--- src/rtl/intersection_sequencer_if.sv ---
// ============================================================================
// Module      : intersection_sequencer_if
// Description : Sensor/request inputs and signal-head outputs of the
//               intersection sequencer, bundled as one port.
// Revision    : 1.0 - initial release
// ============================================================================
`default_nettype none

interface intersection_sequencer_if;
    logic       ew_sense;
    logic       ped_request;
    logic       ns_red;
    logic       ns_yellow;
    logic       ns_green;
    logic       ew_red;
    logic       ew_yellow;
    logic       ew_green;
    logic       walk;
    logic [7:0] clock;
    logic [2:0] phase;

    modport master (
        output ew_sense, ped_request,
        input  ns_red, ns_yellow, ns_green,
        input  ew_red, ew_yellow, ew_green,
        input  walk, clock, phase
    );

    modport slave (
        input  ew_sense, ped_request,
        output ns_red, ns_yellow, ns_green,
        output ew_red, ew_yellow, ew_green,
        output walk, clock, phase
    );
endinterface

`default_nettype wire

--- src/rtl/intersection_sequencer.sv ---
// ============================================================================
// Module      : intersection_sequencer
// Description : Two-approach intersection phase sequencer with vehicle-sensor
//               extension, pedestrian walk grant and countdown export.
// Revision    : 1.0 - initial release
// ============================================================================
`default_nettype none

module intersection_sequencer #(
    parameter int GREEN_T  = 60,
    parameter int YELLOW_T = 5,
    parameter int ALLRED_T = 2,
    parameter int WALK_T   = 8,
    parameter int PED_REM  = 10
) (
    input  logic                     clk,
    input  logic                     rst_n,
    intersection_sequencer_if.slave  bus
);

    localparam logic [2:0] S_AR_NS = 3'd0;
    localparam logic [2:0] S_NS_G  = 3'd1;
    localparam logic [2:0] S_NS_Y  = 3'd2;
    localparam logic [2:0] S_AR_EW = 3'd3;
    localparam logic [2:0] S_EW_G  = 3'd4;
    localparam logic [2:0] S_EW_Y  = 3'd5;

    localparam logic [7:0] c_green  = 8'(GREEN_T - 1);
    localparam logic [7:0] c_yellow = 8'(YELLOW_T - 1);
    localparam logic [7:0] c_allred = 8'(ALLRED_T - 1);
    localparam logic [7:0] c_walk   = 8'(WALK_T - 1);
    localparam logic [7:0] c_ped    = 8'(PED_REM - 1);

    logic [2:0] r_state;
    logic [7:0] r_cnt;
    logic       r_ped_pend;
    logic       r_walk;
    logic       r_ns_red, r_ns_yellow, r_ns_green;
    logic       r_ew_red, r_ew_yellow, r_ew_green;

    logic [2:0] w_state_nxt;
    logic [7:0] w_cnt_nxt;
    logic [7:0] w_cnt_dec;
    logic       w_cnt_zero;
    logic       w_walk_nxt;
    logic       w_enter_ar;
    logic       w_grant;
    logic       w_shorten;
    logic       w_ped_pend_nxt;

    assign w_cnt_zero = (r_cnt == 8'd0);
    assign w_cnt_dec  = w_cnt_zero ? 8'd0 : (r_cnt - 8'd1);
    assign w_shorten  = r_ped_pend && (r_cnt > c_ped);

    always_comb begin
        w_state_nxt = r_state;
        w_cnt_nxt   = w_cnt_dec;
        w_walk_nxt  = r_walk;
        w_enter_ar  = 1'b0;
        w_grant     = 1'b0;

        case (r_state)
            S_AR_NS: begin
                if (w_cnt_zero) begin
                    w_state_nxt = S_NS_G;
                    w_cnt_nxt   = c_green;
                    w_walk_nxt  = 1'b0;
                end
            end
            S_NS_G: begin
                // Main road rests in green at zero until someone else needs the junction
                if (w_cnt_zero) begin
                    if (bus.ew_sense || r_ped_pend) begin
                        w_state_nxt = S_NS_Y;
                        w_cnt_nxt   = c_yellow;
                    end
                end else if (w_shorten) begin
                    w_cnt_nxt = c_ped;
                end
            end
            S_NS_Y: begin
                if (w_cnt_zero) begin
                    w_state_nxt = S_AR_EW;
                    w_enter_ar  = 1'b1;
                end
            end
            S_AR_EW: begin
                if (w_cnt_zero) begin
                    w_state_nxt = S_EW_G;
                    w_cnt_nxt   = c_green;
                    w_walk_nxt  = 1'b0;
                end
            end
            S_EW_G: begin
                if (w_cnt_zero) begin
                    w_state_nxt = S_EW_Y;
                    w_cnt_nxt   = c_yellow;
                end else if (w_shorten) begin
                    w_cnt_nxt = c_ped;
                end
            end
            S_EW_Y: begin
                if (w_cnt_zero) begin
                    w_state_nxt = S_AR_NS;
                    w_enter_ar  = 1'b1;
                end
            end
            default: begin
                w_state_nxt = S_AR_NS;
                w_cnt_nxt   = c_allred;
                w_walk_nxt  = 1'b0;
            end
        endcase

        // All-red entry either serves a pending pedestrian or is a plain clearance
        if (w_enter_ar) begin
            if (r_ped_pend) begin
                w_cnt_nxt  = c_walk;
                w_walk_nxt = 1'b1;
                w_grant    = 1'b1;
            end else begin
                w_cnt_nxt  = c_allred;
                w_walk_nxt = 1'b0;
            end
        end
    end

    // A new press in the grant cycle survives so it is served at the next all-red
    assign w_ped_pend_nxt = bus.ped_request | (r_ped_pend & ~w_grant);

    always_ff @(posedge clk or negedge rst_n) begin
        if (!rst_n) begin
            r_state     <= S_AR_NS;
            r_cnt       <= c_allred;
            r_ped_pend  <= 1'b0;
            r_walk      <= 1'b0;
            r_ns_red    <= 1'b1;
            r_ns_yellow <= 1'b0;
            r_ns_green  <= 1'b0;
            r_ew_red    <= 1'b1;
            r_ew_yellow <= 1'b0;
            r_ew_green  <= 1'b0;
        end else begin
            r_state     <= w_state_nxt;
            r_cnt       <= w_cnt_nxt;
            r_ped_pend  <= w_ped_pend_nxt;
            r_walk      <= w_walk_nxt;
            r_ns_green  <= (w_state_nxt == S_NS_G);
            r_ns_yellow <= (w_state_nxt == S_NS_Y);
            r_ns_red    <= (w_state_nxt != S_NS_G) && (w_state_nxt != S_NS_Y);
            r_ew_green  <= (w_state_nxt == S_EW_G);
            r_ew_yellow <= (w_state_nxt == S_EW_Y);
            r_ew_red    <= (w_state_nxt != S_EW_G) && (w_state_nxt != S_EW_Y);
        end
    end

    assign bus.ns_red    = r_ns_red;
    assign bus.ns_yellow = r_ns_yellow;
    assign bus.ns_green  = r_ns_green;
    assign bus.ew_red    = r_ew_red;
    assign bus.ew_yellow = r_ew_yellow;
    assign bus.ew_green  = r_ew_green;
    assign bus.walk      = r_walk;
    assign bus.clock     = r_cnt;
    assign bus.phase     = r_state;

endmodule

`default_nettype wire
--- src/flat_wrapper.sv ---
// flat-port wrapper written by rule: the top's interface ports become plain ports
module intersection_sequencer_flat 
#(
    parameter int GREEN_T  = 60,
    parameter int YELLOW_T = 5,
    parameter int ALLRED_T = 2,
    parameter int WALK_T   = 8,
    parameter int PED_REM  = 10
)
  (clk, rst_n, bus_ew_sense, bus_ped_request, bus_ns_red, bus_ns_yellow, bus_ns_green, bus_ew_red, bus_ew_yellow, bus_ew_green, bus_walk, bus_clock, bus_phase);
  intersection_sequencer_if bus_i ();
  input  logic clk;
  input  logic rst_n;
  input wire logic [$bits(bus_i.ew_sense)-1:0] bus_ew_sense;
  input wire logic [$bits(bus_i.ped_request)-1:0] bus_ped_request;
  output wire logic [$bits(bus_i.ns_red)-1:0] bus_ns_red;
  output wire logic [$bits(bus_i.ns_yellow)-1:0] bus_ns_yellow;
  output wire logic [$bits(bus_i.ns_green)-1:0] bus_ns_green;
  output wire logic [$bits(bus_i.ew_red)-1:0] bus_ew_red;
  output wire logic [$bits(bus_i.ew_yellow)-1:0] bus_ew_yellow;
  output wire logic [$bits(bus_i.ew_green)-1:0] bus_ew_green;
  output wire logic [$bits(bus_i.walk)-1:0] bus_walk;
  output wire logic [$bits(bus_i.clock)-1:0] bus_clock;
  output wire logic [$bits(bus_i.phase)-1:0] bus_phase;
  assign bus_i.ew_sense = bus_ew_sense;
  assign bus_i.ped_request = bus_ped_request;
  assign bus_ns_red = bus_i.ns_red;
  assign bus_ns_yellow = bus_i.ns_yellow;
  assign bus_ns_green = bus_i.ns_green;
  assign bus_ew_red = bus_i.ew_red;
  assign bus_ew_yellow = bus_i.ew_yellow;
  assign bus_ew_green = bus_i.ew_green;
  assign bus_walk = bus_i.walk;
  assign bus_clock = bus_i.clock;
  assign bus_phase = bus_i.phase;
  intersection_sequencer #(.GREEN_T(GREEN_T), .YELLOW_T(YELLOW_T), .ALLRED_T(ALLRED_T), .WALK_T(WALK_T), .PED_REM(PED_REM)) u_core (.clk(clk), .rst_n(rst_n), .bus(bus_i));
endmodule
--- config.mk ---
export PLATFORM = sky130hd
export DESIGN_NAME = intersection_sequencer_flat
export DESIGN_NICKNAME = d
export VERILOG_FILES = /design/src/rtl/intersection_sequencer_if.sv /design/src/rtl/intersection_sequencer.sv /design/src/flat_wrapper.sv
export SDC_FILE = /design/constraint.sdc
export NUM_CORES = 1
export LEC_CHECK = 0
export CAP_MARGIN = 20
export CORE_AREA = 4 4 58 60
export DETAILED_ROUTE_END_ITERATION = 8
export DIE_AREA = 0 0 62 64
export PLACE_DENSITY = 0.71
export SYNTH_ARGS = -nofsm -noshare
export SYNTH_HDL_FRONTEND = slang
export SYNTH_SLANG_ARGS = --single-unit
--- constraint.sdc ---
create_clock -name clk -period 1.75 [get_ports clk]
set_input_delay 0.175 -clock clk [delete_from_list [all_inputs] [get_ports clk]]
set_output_delay 0.175 -clock clk [all_outputs]
set_load 0.05 [all_outputs]
==> qor.txt <==
RUN STATUS
-----------------------------------------------------------------------------------------------------
Run status                                                                               finished, violations left
Violations in the final reports                                                          setup timing

YOSYS
-----------------------------------------------------------------------------------------------------
Area fraction of the dominant cell type after synthesis                                         0.318
Instance count of the mapped netlist                                                              134
Leading post-synthesis cells by cell area                                                dfrtp_1 (32%), dfstp_2 (6.3%), nor3_1 (3.6%), nor2_1 (3.3%), a21oi_1 (3.2%)
Post-synthesis share of cell area spent on full adders, half adders and majority gates         0.0199
Post-synthesis compound-gate area fraction                                                      0.247
Net count after synthesis                                                                         140
Combinational family with the most area after synthesis                                  simple AND/OR/NAND/NOR gates
Synth cell types                                                                                   48
Most common cell in the synthesized netlist                                                   dfrtp_1
Async S/R FF share, synth                                                                        1.00
Cell type contributing the most total cell area after synthesis                               dfrtp_1
Sequential area share after synthesis                                                           0.380
Most frequent cells after synthesis                                                      dfrtp_1 (16), nor2_1 (11), nand2_1 (9), nor3_1 (9), a21oi_1 (8)
Mapped Avg Cell Area                                                                         9.40 µm²
Number of synthesized flops with an enable pin                                                      0
Yosys warns                                                                                         0
Seq cells post-synth                                                                               19
Commonest register cell after synthesis                                                       dfrtp_1
Post-synthesis instance area                                                                 1260 µm²
Proportion of synthesized area in mux cells                                                         0
Xor/xnor cell area share of the yosys netlist                                                  0.0278
Simple-gate share of the synthesized area                                                       0.270

PLACED DESIGN
-----------------------------------------------------------------------------------------------------
IO buf count                                                                                       21
Pre-CTS setup slack                                                                        -0.0400 ns
Detailed placer's ending HPWL                                                                 2.52 mm
Global placer's final weighted congestion                                                       0.934

GRT
-----------------------------------------------------------------------------------------------------
Overall track demand over capacity in global routing                                            0.188
Via count of the first global-routing pass                                                       1164
Pin count of the biggest net entering global routing                                               20
Number of antenna violations at the first check in global routing                                   0
Global-route wire length before repair                                                        5.64 mm
GRT overflow                                                                                        0

ROUTE
-----------------------------------------------------------------------------------------------------
Initial detailed-routing violation count                                                           85
Routed len/inst                                                                               17.0 µm
Post-Route WL                                                                                 3.62 mm
TritonRoute pass-1 iters                                                                            4
Detail Route Antenna Nets                                                                           0
Via-per-instance ratio                                                                           5.95
DRC                                                                                                 0
Number of vias after detailed routing                                                            1268

SETUP PATH
-----------------------------------------------------------------------------------------------------
Worst-path maximum fanout                                                                           5
Reg2reg path depth                                                                                  6
Crit-path slowest cell                                                                        dfstp_4
Data required time of the critical path                                                       1.99 ns
Reg-to-reg setup timing slack                                                                -0.05 ns
Cell breakdown of the critical path                                                      inv_4 -> ha_4 -> nor3b_4 -> nand3_2 -> or3_1 -> a21oi_1
Worst reg2reg endpoint                                                                   u_core.bus.phase[1]
Maximum single-stage delay on the critical path                                               0.50 ns
Critical register-to-register path startpoint                                            u_core.bus.clock[0]
Category of the critical setup timing path                                                    reg2reg
Critical path data arrival time                                                               2.04 ns
Critical path startpoint category                                                            register
Endpoint type of the worst setup path                                                        register

CLOCK NETWORK
-----------------------------------------------------------------------------------------------------
Clock slew at reported path FFs                                                               0.11 ns
# hold bufs at CTS                                                                                  0
TritonCTS clock tree                                                                             done
CTS sink cnt                                                                                       19
Number of clock buffers inserted by TritonCTS                                                       3
Skew-Pair Late Insertion Delay                                                                0.31 ns
Count of H-tree levels built during CTS                                                             1
Maximum number of buffers from clock root to sink                                                   2
CTS Root Buffer Type                                                                         clkbuf_4

FLOORPLAN
-----------------------------------------------------------------------------------------------------
Die height                                                                                      64 µm
Area of the core                                                                             2930 µm²
Die Wd                                                                                          62 µm
Placement Rows                                                                                     20
Ports                                                                                              22
Starting utilization of the core area                                                           0.430
Full die area                                                                                3970 µm²

CELLS AND AREA
-----------------------------------------------------------------------------------------------------
Fraction of final layout cells with drive strength greater than 1                               0.506
Antenna Cells                                                                                       0
# nets final                                                                                      187
Area added between synthesis and finish                                                         47.7%

TIMING
-----------------------------------------------------------------------------------------------------
Number of slew-limit violations in the final report                                                 0
Accumulated negative setup slack                                                            -0.134 ns
Max Clk Rate                                                                                  556 MHz
Endpoints failing setup                                                                             5
Unrepaired setup endpoints after global routing                                                  true
Worst-case setup margin in the final layout                                                -0.0473 ns
Final worst clock skew                                                                     0.00323 ns
Final critical-path share of the clock period                                                    1.03
Relative slew margins                                                                           0.666
Actual transition at the worst max-transition pin                                            0.499 ns
Fin. Hold Viols                                                                                     0
Time the final worst path needs with I/O delays and setup                                     1.80 ns

MIN PATH
-----------------------------------------------------------------------------------------------------
Kind of path behind the tightest hold check                                                  in2async

RUN
-----------------------------------------------------------------------------------------------------
Maximum Capacitance Violations                                                                      0

## placed cells by master (no fill, tap or decap), drive strengths merged, types with 5 or more instances in the layout
cell and count:
a21oi 9, buf 41, clkdlybuf4s50 7, dfrtp 16, inv 6, nand2 9
nor2 13, nor3 10, nor4 5, o21ai 6
## through the flow
stage          hold slack, ns  cells  cell area [µm²]   util
5_1_grt                 0.194    213             1860  0.635
4_1_cts                 0.182    208             1770  0.605
2_1_floorplan          -0.121    134             1330      -
3_3_place_gp            0.526    202             1670  0.572
3_5_place_dp            0.529    202             1670  0.572
6_report                0.186    213             1860  0.635
## metal layers
metal	GRT usage	routed length (µm)
met2	0.273	1710
met4	0.0822	78
met5	0	0
met3	0.0263	212
met1	0.272	1630
## worst max-delay path by stage
stage,startpoint,end,slack [ns]
6_report,u_core.bus.clock[0],u_core.bus.phase[1],-0.05
5_1_grt,u_core.bus.clock[1],u_core.bus.phase[1],-0.12
4_1_cts,u_core.bus.clock[0],u_core.bus.clock[3],-0.03
3_5_place_dp,u_core.bus.clock[0],u_core.bus.clock[7],-0.04
3_3_place_gp,u_core.bus.clock[0],u_core.bus.clock[7],-0.01
2_1_floorplan,u_core.bus.clock[0],u_core.bus.clock[3],-0.07
## cell families (layout without fill, tap and decap cells)
| logic type | Yosys count | count (layout) |
|---|---|---|
| buffers and inverters | 14 | 59 |
| xor gates and xnor gates | 4 | 4 |
| AOI/OAI and AO/OA | 40 | 40 |
| DFF | 19 | 19 |
| adders and majority gates | 2 | 2 |
| and+or+nand+nor | 55 | 56 |
## layout make-up
type / instances / area [µm²]
multi-input combinational: 102 / 870
sequential: 19 / 490
fill: 248 / 1070
inverter: 6 / 25.0
timing repair buffer: 49 / 407
clock buffer: 3 / 22.5
tap: 33 / 41.3
clock inverter: 1 / 5.00
## sequential cells by signal, indices dropped and copies added (netlist names)
name,flops
u_core.bus.phase,3
u_core.bus.ns_green,1
u_core.bus.ew_green,1
u_core.r_ped_pend,1
u_core.bus.ew_yellow,1
u_core.bus.walk,1
u_core.bus.ns_red,1
u_core.bus.clock,8
u_core.bus.ns_yellow,1
u_core.bus.ew_red,1
## critical path, delay by kind of cell, from the launching register on
kind / cells / cell delay (ns)
buffers and inverters: 1 / 0.06
flip-flops: 1 / 0.50
AND/OR/NAND/NOR: 3 / 0.90
AO/OA/AOI/OAI: 1 / 0.12
adder cells (fa/ha/maj): 1 / 0.15
## repair_timing
action	CTS	global route
buffers inserted	3	4
gates cloned	0	1
hold endpoints to repair	0	0
endpoints found under the setup margin	10	16
pin swaps	10	6
resized for setup	8	14
Power is not shown: default switching activity piles up to over one toggle a cycle in this logic, so the estimate is an artifact.
